--- config.mk ---
export PLATFORM = sky130hd
export DESIGN_NAME = shoukuan
export DESIGN_NICKNAME = d
export VERILOG_FILES = /design/src/rtl/shoukuan.sv
export SDC_FILE = /design/constraint.sdc
export NUM_CORES = 1
export LEC_CHECK = 0
export ABC_AREA = 1
export BUFFER_PORTS_ARGS = -buffer_cell sky130_fd_sc_hd__buf_2
export CAP_MARGIN = 20
export CORE_MARGIN = 2
export CORE_UTILIZATION = 50
export CTS_CLUSTER_DIAMETER = 60
export DETAILED_ROUTE_END_ITERATION = 10
export PLACE_DENSITY = 0.73
export SETUP_SLACK_MARGIN = 0.2
export SYNTH_ARGS = -nofsm -noshare
export SYNTH_HDL_FRONTEND = slang
export SYNTH_SLANG_ARGS = --single-unit
--- constraint.sdc ---
create_clock -name clk -period 3.6 [get_ports clk]
set_input_delay 0.36 -clock clk [delete_from_list [all_inputs] [get_ports clk]]
set_output_delay 0.36 -clock clk [all_outputs]
set_load 0.05 [all_outputs]
--- src/rtl/shoukuan.sv ---
// shoukuan: ticket vending cashier.
// Collects coin/note deposits (values 1/5/10/50), latches the ticket price on
// the first accepted deposit, then either sells a ticket (handing any change to
// the change dispenser) or refunds the whole amount on cancel.
//
// Ports:
//   clk          system clock, rising edge
//   rst          synchronous reset, active low
//   in1..in50    coin/note accepted levels; a 0->1 transition is one deposit
//   price        ticket price, 1..255
//   confirm      buy request
//   cancel       abort request (wins over confirm)
//   change_done  change dispenser finished paying out
//   total        money inserted so far
//   money        amount handed to the change dispenser
//   shift        one-cycle load strobe for money
//   ticket       one-cycle ticket-issue pulse
//   reject       one-cycle pulse: deposit refused (would exceed MAXSUM)
//   busy         high while change or refund is being paid out
module shoukuan #(
    parameter int unsigned MAXSUM = 255
) (
    input  logic       clk,
    input  logic       rst,
    input  logic       in1,
    input  logic       in5,
    input  logic       in10,
    input  logic       in50,
    input  logic [7:0] price,
    input  logic       confirm,
    input  logic       cancel,
    input  logic       change_done,
    output logic [7:0] total,
    output logic [7:0] money,
    output logic       shift,
    output logic       ticket,
    output logic       reject,
    output logic       busy
);

    typedef enum logic [1:0] {
        IDLE    = 2'd0,
        COLLECT = 2'd1,
        CHANGE  = 2'd2,
        REFUND  = 2'd3
    } state_t;

    localparam logic [8:0] MAXSUM9 = 9'(MAXSUM);

    state_t     state, state_d;
    logic [3:0] coin, hist, armed, edge_q;
    logic [7:0] price_q, price_d;
    logic [7:0] total_d, money_d, diff;
    logic       shift_d, ticket_d, reject_d;
    logic [8:0] dep, sum;
    logic       has_dep, fits;

    assign coin = {in50, in10, in5, in1};
    assign busy = (state == CHANGE) || (state == REFUND);

    // Deposit value of the edges registered last cycle, in 9 bits so the
    // overflow test against MAXSUM cannot wrap.
    always_comb begin
        dep = (edge_q[0] ? 9'd1  : 9'd0)
            + (edge_q[1] ? 9'd5  : 9'd0)
            + (edge_q[2] ? 9'd10 : 9'd0)
            + (edge_q[3] ? 9'd50 : 9'd0);
        sum     = {1'b0, total} + dep;
        has_dep = |edge_q;
        fits    = (sum <= MAXSUM9);
        diff    = total - price_q;
    end

    always_comb begin
        state_d  = state;
        total_d  = total;
        money_d  = money;
        price_d  = price_q;
        shift_d  = 1'b0;
        ticket_d = 1'b0;
        reject_d = 1'b0;
        case (state)
            IDLE: begin
                if (has_dep) begin
                    if (fits) begin
                        total_d = sum[7:0];
                        price_d = price;
                        state_d = COLLECT;
                    end else begin
                        reject_d = 1'b1;
                    end
                end
            end
            COLLECT: begin
                // Any pending deposit is dropped silently when a command is
                // present: commands are resolved against the pre-deposit total.
                if (cancel) begin
                    money_d = total;
                    shift_d = 1'b1;
                    total_d = '0;
                    state_d = REFUND;
                end else if (confirm) begin
                    if (total >= price_q) begin
                        ticket_d = 1'b1;
                        money_d  = diff;
                        total_d  = '0;
                        shift_d  = (diff != 8'd0);
                        state_d  = (diff != 8'd0) ? CHANGE : IDLE;
                    end
                end else if (has_dep) begin
                    if (fits) begin
                        total_d = sum[7:0];
                    end else begin
                        reject_d = 1'b1;
                    end
                end
            end
            CHANGE, REFUND: begin
                if (change_done) begin
                    money_d = '0;
                    state_d = IDLE;
                end
            end
            default: state_d = IDLE;
        endcase
    end

    always_ff @(posedge clk) begin
        if (!rst) begin
            state   <= IDLE;
            hist    <= '0;
            armed   <= '0;
            edge_q  <= '0;
            price_q <= '0;
            total   <= '0;
            money   <= '0;
            shift   <= 1'b0;
            ticket  <= 1'b0;
            reject  <= 1'b0;
        end else begin
            // A line only arms once it has been seen low, so an input held
            // high through reset does not count until it is re-edged.
            hist    <= coin;
            armed   <= armed | ~coin;
            edge_q  <= coin & ~hist & armed;
            state   <= state_d;
            price_q <= price_d;
            total   <= total_d;
            money   <= money_d;
            shift   <= shift_d;
            ticket  <= ticket_d;
            reject  <= reject_d;
        end
    end

endmodule
==> results of run 1 <==
## power by group through the flow
stage / combinational (uW) / sequential (uW) / clock [uW]
floorplan: 764 / 779 / 0
global placement: 1140 / 610 / 0
detailed placement: 1150 / 613 / 0
CTS: 1150 / 604 / 323
global route: 1270 / 615 / 340
finish: 1150 / 606 / 315
## cell usage after synthesis (3+ instances only)
library cell,number
nand3_1,13
a21oi_1,29
or2_2,3
ha_1,18
inv_1,55
nand4_1,3
nand2_1,76
a21oi_2,3
o21ai_0,16
nor2_2,5
inv_2,3
nand2_2,8
dfxtp_1,41
nand3b_1,4
fa_1,4
nor3_1,7
nor2_1,39
## critical path, delay by kind of cell (launching register included)
kind	cells	cell delay (ns)
and+or+nand+nor	7	0.68
DFF	1	0.39
buffers and inverters	1	0.06
adders and majority gates	3	1.15
## metrics by stage
step / utilization / cells / total power [uW] / instance area (um^2) / setup slack (ns)
final: 0.592 / 459 / 2070 / 2850 / 1.25
after global routing: 0.592 / 459 / 2230 / 2850 / 1.03
after CTS: 0.592 / 459 / 2080 / 2850 / 1.26
after detailed placement: 0.572 / 451 / 1760 / 2760 / 1.29
after global placement: 0.572 / 451 / 1750 / 2760 / 1.32
after floorplan: - / 355 / 1540 / 2540 / 1.19
## flip-flops by register name, indices dropped and copies added, names as in the netlist, 2 cells and up
| name | count |
|---|---|
| price_q | 8 |
| edge_q | 4 |
| state | 2 |
| armed | 4 |
| total | 8 |
| money | 8 |
| hist | 4 |
## cells by family after synthesis
logic type / share of synthesized area
adders and majority gates: 0.120
and+or+nand+nor: 0.315
xor gates and xnor gates: 0.0104
buffers and inverters: 0.106
AOI/OAI and AO/OA: 0.124
DFF: 0.323
## path summary, 6_finish.rpt
check	to	cells after the start
hold reg to reg	edge_q[1]$_SDFF_PN0_	1
setup / recovery	total[7]$_SDFFE_PN0P_	11
hold / removal	armed[0]$_SDFF_PN0_	2
setup reg to reg	total[7]$_SDFFE_PN0P_	11
## routing by layer
metal	vias to the layer above	wire, um	track usage
li1	1188	-	-
met1	1030	2590	0.262
met2	41	2530	0.339
met3	17	193	0.0402
met4	0	171	0.0955
met5	-	0	0
## area by class of cell
| class | instances | share of cell area |
|---|---|---|
| clock buffers | 6 | 0.0289 |
| clock inverters | 2 | 0.00482 |
| inverters | 59 | 0.0785 |
| multi-input cells | 248 | 0.507 |
| flip-flops and latches | 41 | 0.288 |
| well taps | 67 | 0.0294 |
| repair buffers | 36 | 0.0632 |
==> impl_metrics.py, run 1 <==
metrics = {
    "floorplanning": {
        "die_w_um": 75.3,
        "start_util": 0.527,
        "rows": 25,
        "dieArea_mm2": 0.00566,
        "io_pins": 37,
        "core_mm2": 0.00482,
        "die_h_um": 75.3,
    },
    "drt": {
        "vias": 2276,
        "wl_per_cell_um": 12.0,
        "drc": 0,
        "viasPerCell": 4.96,
        "drtIter0Drc": 99,
        "ant_nets": 0,
        "drtPass1Iterations": 4,
        "wl_mm": 5.49,
    },
    "final_layout": {
        "area_growth_pct": 12.4,
        "layout_commonest_cell": "nand2_1",
        "multi_input_area_mm2": 0.00145,
        "layout_common_cells": "76 x nand2_1, 55 x inv_1, 41 x dfxtp_1",
        "drive_gt1_frac": 0.199,
        "fillers": 501,
        "nets": 430,
        "n_antenna_cell": 0,
        "register_area_um2": 821,
    },
    "flow_run": {
        "cap_violations": 0,
    },
    "power": {
        "pwr-share-comb": 0.555,
        "p_clk_frac": 0.152,
        "p_leak_uw": 0.00151,
        "p_int_uw": 1070,
        "swShare": 0.485,
        "vdd_drop_max_uv": 267,
        "power.switching_uw": 1000,
        "power.density_mw_per_mm2": 725,
        "pwr-share-seq": 0.293,
    },
    "sta": {
        "final.min_clock_period_ns": 2.35,
        "final.setup.tns_ns": 0,
        "rsz0062_at_grt": "false",
        "worst_pin_slew_ns": 0.526,
        "final-setup-viol-count": 0,
        "max_slew_margin": 0.648,
        "fin_worst_skew_ns": 0.00867,
        "max_freq_ghz": 0.426,
        "whs_ns": 0.248,
        "drv_slew": 0,
        "post-route-period-util": 0.653,
        "hold_viol": 0,
    },
    "critical_path": {
        "slowest_delay_ns": 0.56,
        "slowest_stage": "fa_1",
        "critPathMostFrequentCell": "nor2_1",
        "cp_max_fo": 5,
        "cp_cell_sequence": "fa_1, ha_1, inv_1, fa_1, nor3_1, nor2_1, nor2_1, nand3_1, nand2_1, nand2_1, nor2_1",
        "worstSetupPathType": "reg -> reg",
        "rr_startpoint": "total[1]$_SDFFE_PN0P_",
        "crit_required_ns": 3.83,
        "cp.arrival_ns": 2.58,
        "startpoint": "total[1]$_SDFFE_PN0P_",
        "r2r_setup_slack_ns": 1.25,
        "crit_path_end_kind": "flip-flop",
        "start_kind": "flip-flop",
    },
    "clock_tree": {
        "htree_levels": 2,
        "clk_latency_ns": 0.29,
        "cts_inserted_buffers": 5,
        "cts.repair.resized": 0,
        "clockBufferDepth": 2,
        "root_buffer": "clkbuf_8",
        "cts-hold-fix-buffers": 0,
        "cts_setup_buffers": 0,
        "cts_tree": "done",
        "cts_sinks": 41,
        "clkTransAtPathRegs_ns": 0.08,
    },
    "place": {
        "gp_congestion": 0.871,
        "dp_hpwl_mm": 4.36,
        "io_buffer_count": 36,
    },
    "global_route": {
        "grt_pass1_vias": 1997,
        "grt_first_pass_wirelength_mm": 8.82,
        "antenna_found_initial": 0,
        "grt_max_degree": 18,
        "overflow": 0,
        "grt_usage": 0.207,
    },
    "synth": {
        "synth-edff-count": 0,
        "syn-num-nets": 394,
        "synth-main-ff-cell": "dfxtp_1",
        "yosysSeqAreaShare": 0.323,
        "synth_seq_cells": 41,
        "syn_inst": 355,
        "synth-async-reset-ratio": 0,
        "ys_warn_count": 0,
        "synth.distinct_cells": 38,
        "postSynthAreaPerCell_um2": 7.15,
        "yosysTopAreaCellShare": 0.323,
        "syn_area_mm2": 0.00254,
        "post-synth-top-area-cell": "dfxtp_1",
        "yosys-top-cells-area": "dfxtp_1 32%, nand2_1 11%, ha_1 8.9%",
    },
    "hold_path": {
        "hold_start": "in1",
        "min_path_type": "in -> reg",
    },
    "outcome": {
        "status": "complete, no violations",
    },
}
(Power assumes the default switching activity.)
==> inputs of run 2 (changes only) <==
Clock period 3.6 ns to 2.46 ns, I/O delays scaled along.
==> impl_metrics.py, run 2 (synthesized netlist as in run 1, its figures left out) <==
metrics = {
    "global_route": {
        "met3_usage": 0.0589,
        "grt-busiest-layer": "met2",
        "use_met2": 0.387,
        "grt_pass1_vias": 2122,
        "grt_usage": 0.221,
        "antenna_found_initial": 0,
        "grtUsageMet1": 0.264,
        "grt_first_pass_wirelength_mm": 9.35,
        "grt_max_degree": 18,
        "overflow": 0,
    },
    "clock_tree": {
        "cts_sinks": 41,
        "cts_tree": "done",
        "htree_levels": 2,
        "clk_latency_ns": 0.30,
        "clockBufferDepth": 2,
        "root_buffer": "clkbuf_8",
        "cts-hold-fix-buffers": 0,
        "cts_inserted_buffers": 5,
        "clkTransAtPathRegs_ns": 0.09,
    },
    "drt": {
        "vias": 2293,
        "drtPass1Iterations": 4,
        "drc": 0,
        "drtIter0Drc": 105,
        "wl_mm": 5.84,
        "ant_nets": 0,
        "viasPerCell": 4.91,
        "wl_per_cell_um": 12.5,
    },
    "place": {
        "gp_congestion": 0.906,
        "pre_cts_ws_ns": 0.187,
        "dp_cells": 454,
        "io_buffer_count": 36,
        "dp_hpwl_mm": 4.42,
    },
    "sta": {
        "max_slew_margin": 0.717,
        "worst_pin_slew_ns": 0.422,
        "final-setup-viol-count": 0,
        "final.setup.tns_ns": 0,
        "worst_slack_ns": 0.335,
        "final.min_clock_period_ns": 2.13,
        "max_freq_ghz": 0.470,
        "drv_slew": 0,
        "hold_viol": 0,
        "fin_worst_skew_ns": 0.00752,
        "rsz0062_at_grt": "true",
        "post-route-period-util": 0.864,
    },
    "hold_path": {
        "holdPathStages": 2,
        "min_path_type": "in -> reg",
    },
    "critical_path": {
        "cp.arrival_ns": 2.37,
        "worstSetupPathType": "reg -> reg",
        "crit_path_end_kind": "flip-flop",
        "crit_required_ns": 2.71,
        "reg2reg_depth": 11,
        "cp_max_fo": 3,
        "start_kind": "flip-flop",
    },
    "final_layout": {
        "nets": 438,
        "layout_commonest_cell": "nand2_1",
        "layout_common_cells": "75 x nand2_1, 51 x inv_1, 38 x nor2_1",
        "drive_gt1_frac": 0.263,
        "postLayoutCoreUtil": 0.626,
        "fillers": 476,
        "finalNonFillerCells": 467,
        "area_growth_pct": 18.9,
        "reg.largest.list": "money: 8 flops, price_q: 8 flops, total: 8 flops",
        "n_antenna_cell": 0,
    },
    "outcome": {
        "status": "complete, no violations",
    },
    "flow_run": {
        "cap_violations": 0,
    },
    "floorplanning": {
        "die_w_um": 75.3,
        "rows": 25,
        "core_mm2": 0.00482,
        "io_pins": 37,
        "die_h_um": 75.3,
        "start_util": 0.527,
        "dieArea_mm2": 0.00566,
    },
    "power": {
        "pwr-share-seq": 0.266,
        "swShare": 0.461,
        "p_leak_uw": 0.00157,
        "p_clk_frac": 0.201,
        "pwr-share-comb": 0.533,
        "vdd_drop_max_uv": 402,
        "power.switching_uw": 1520,
        "p_int_uw": 1780,
        "power.density_mw_per_mm2": 1090,
    },
}
-- run 2: cell count changes in the layout (fill, tap and decap cells not counted), sizes merged --
cell	before	now
inv	59	60
nand3	16	17
bufinv	0	2
clkbuf	6	5
buf	36	43
clkinv	2	0
-- run 2: metrics by stage --
| stage | hold WS (ns) | instance area, um^2 | power [uW] |
|---|---|---|---|
| 2_1_floorplan | 0.342 | 2540 | 2260 |
| 3_3_place_gp | 0.382 | 2790 | 2570 |
| 3_5_place_dp | 0.387 | 2790 | 2590 |
| 4_1_cts | 0.120 | 2930 | 3270 |
| 5_1_grt | 0.116 | 3020 | 3550 |
| 6_report | 0.130 | 3020 | 3290 |
-- run 2: worst paths after layout --
kind	slack [ns]	endpoint	from
worst max register to register	0.33	total[7]$_SDFFE_PN0P_	edge_q[2]$_SDFF_PN0_
worst min-delay path	0.13	armed[0]$_SDFF_PN0_	in1
worst max-delay path	0.33	total[7]$_SDFFE_PN0P_	edge_q[2]$_SDFF_PN0_
worst min register to register	0.39	edge_q[2]$_SDFF_PN0_	hist[2]$_SDFF_PN0_
-- run 2: routing by layer --
metal	up-vias	wire length [um]
met5	-	0
met4	0	63
met3	7	252
met2	40	2990
met1	1027	2540
li1	1219	-
-- run 2: cell type report --
class,count,area (um^2),area share
Multi-Input combinational cell,249,1500,0.498
Sequential cell,41,833,0.276
Timing Repair Buffer,43,233,0.0771
Inverter,59,226,0.0750
Tap cell,67,83.8,0.0278
Clock buffer,5,68.8,0.0228
Clock inverter,3,68.8,0.0228
-- run 2: worst max-delay path, stage by stage, from the launching register on --
cell     delay, ns
dfxtp_4       0.37
fa_1          0.55
ha_2          0.18
inv_2         0.04
fa_2          0.37
nor3_2        0.10
nor2_1        0.06
nor2_1        0.09
nand3_1       0.09
nand2_1       0.08
nand2_1       0.04
nor2_1        0.10
-- run 2: power groups by stage --
stage,Sequential [uW],Combinational [uW],Clock (uW)
finish,877,1750,660
global route,894,1960,699
CTS,880,1720,674
detailed placement,894,1700,0
global placement,891,1680,0
floorplan,1140,1120,0
-- run 2: timing repair --
action,in CTS,in global routing
setup endpoints to repair,7,22
resized for setup,2,20
pin swaps,0,13
gates cloned,0,1
buffers inserted,0,4
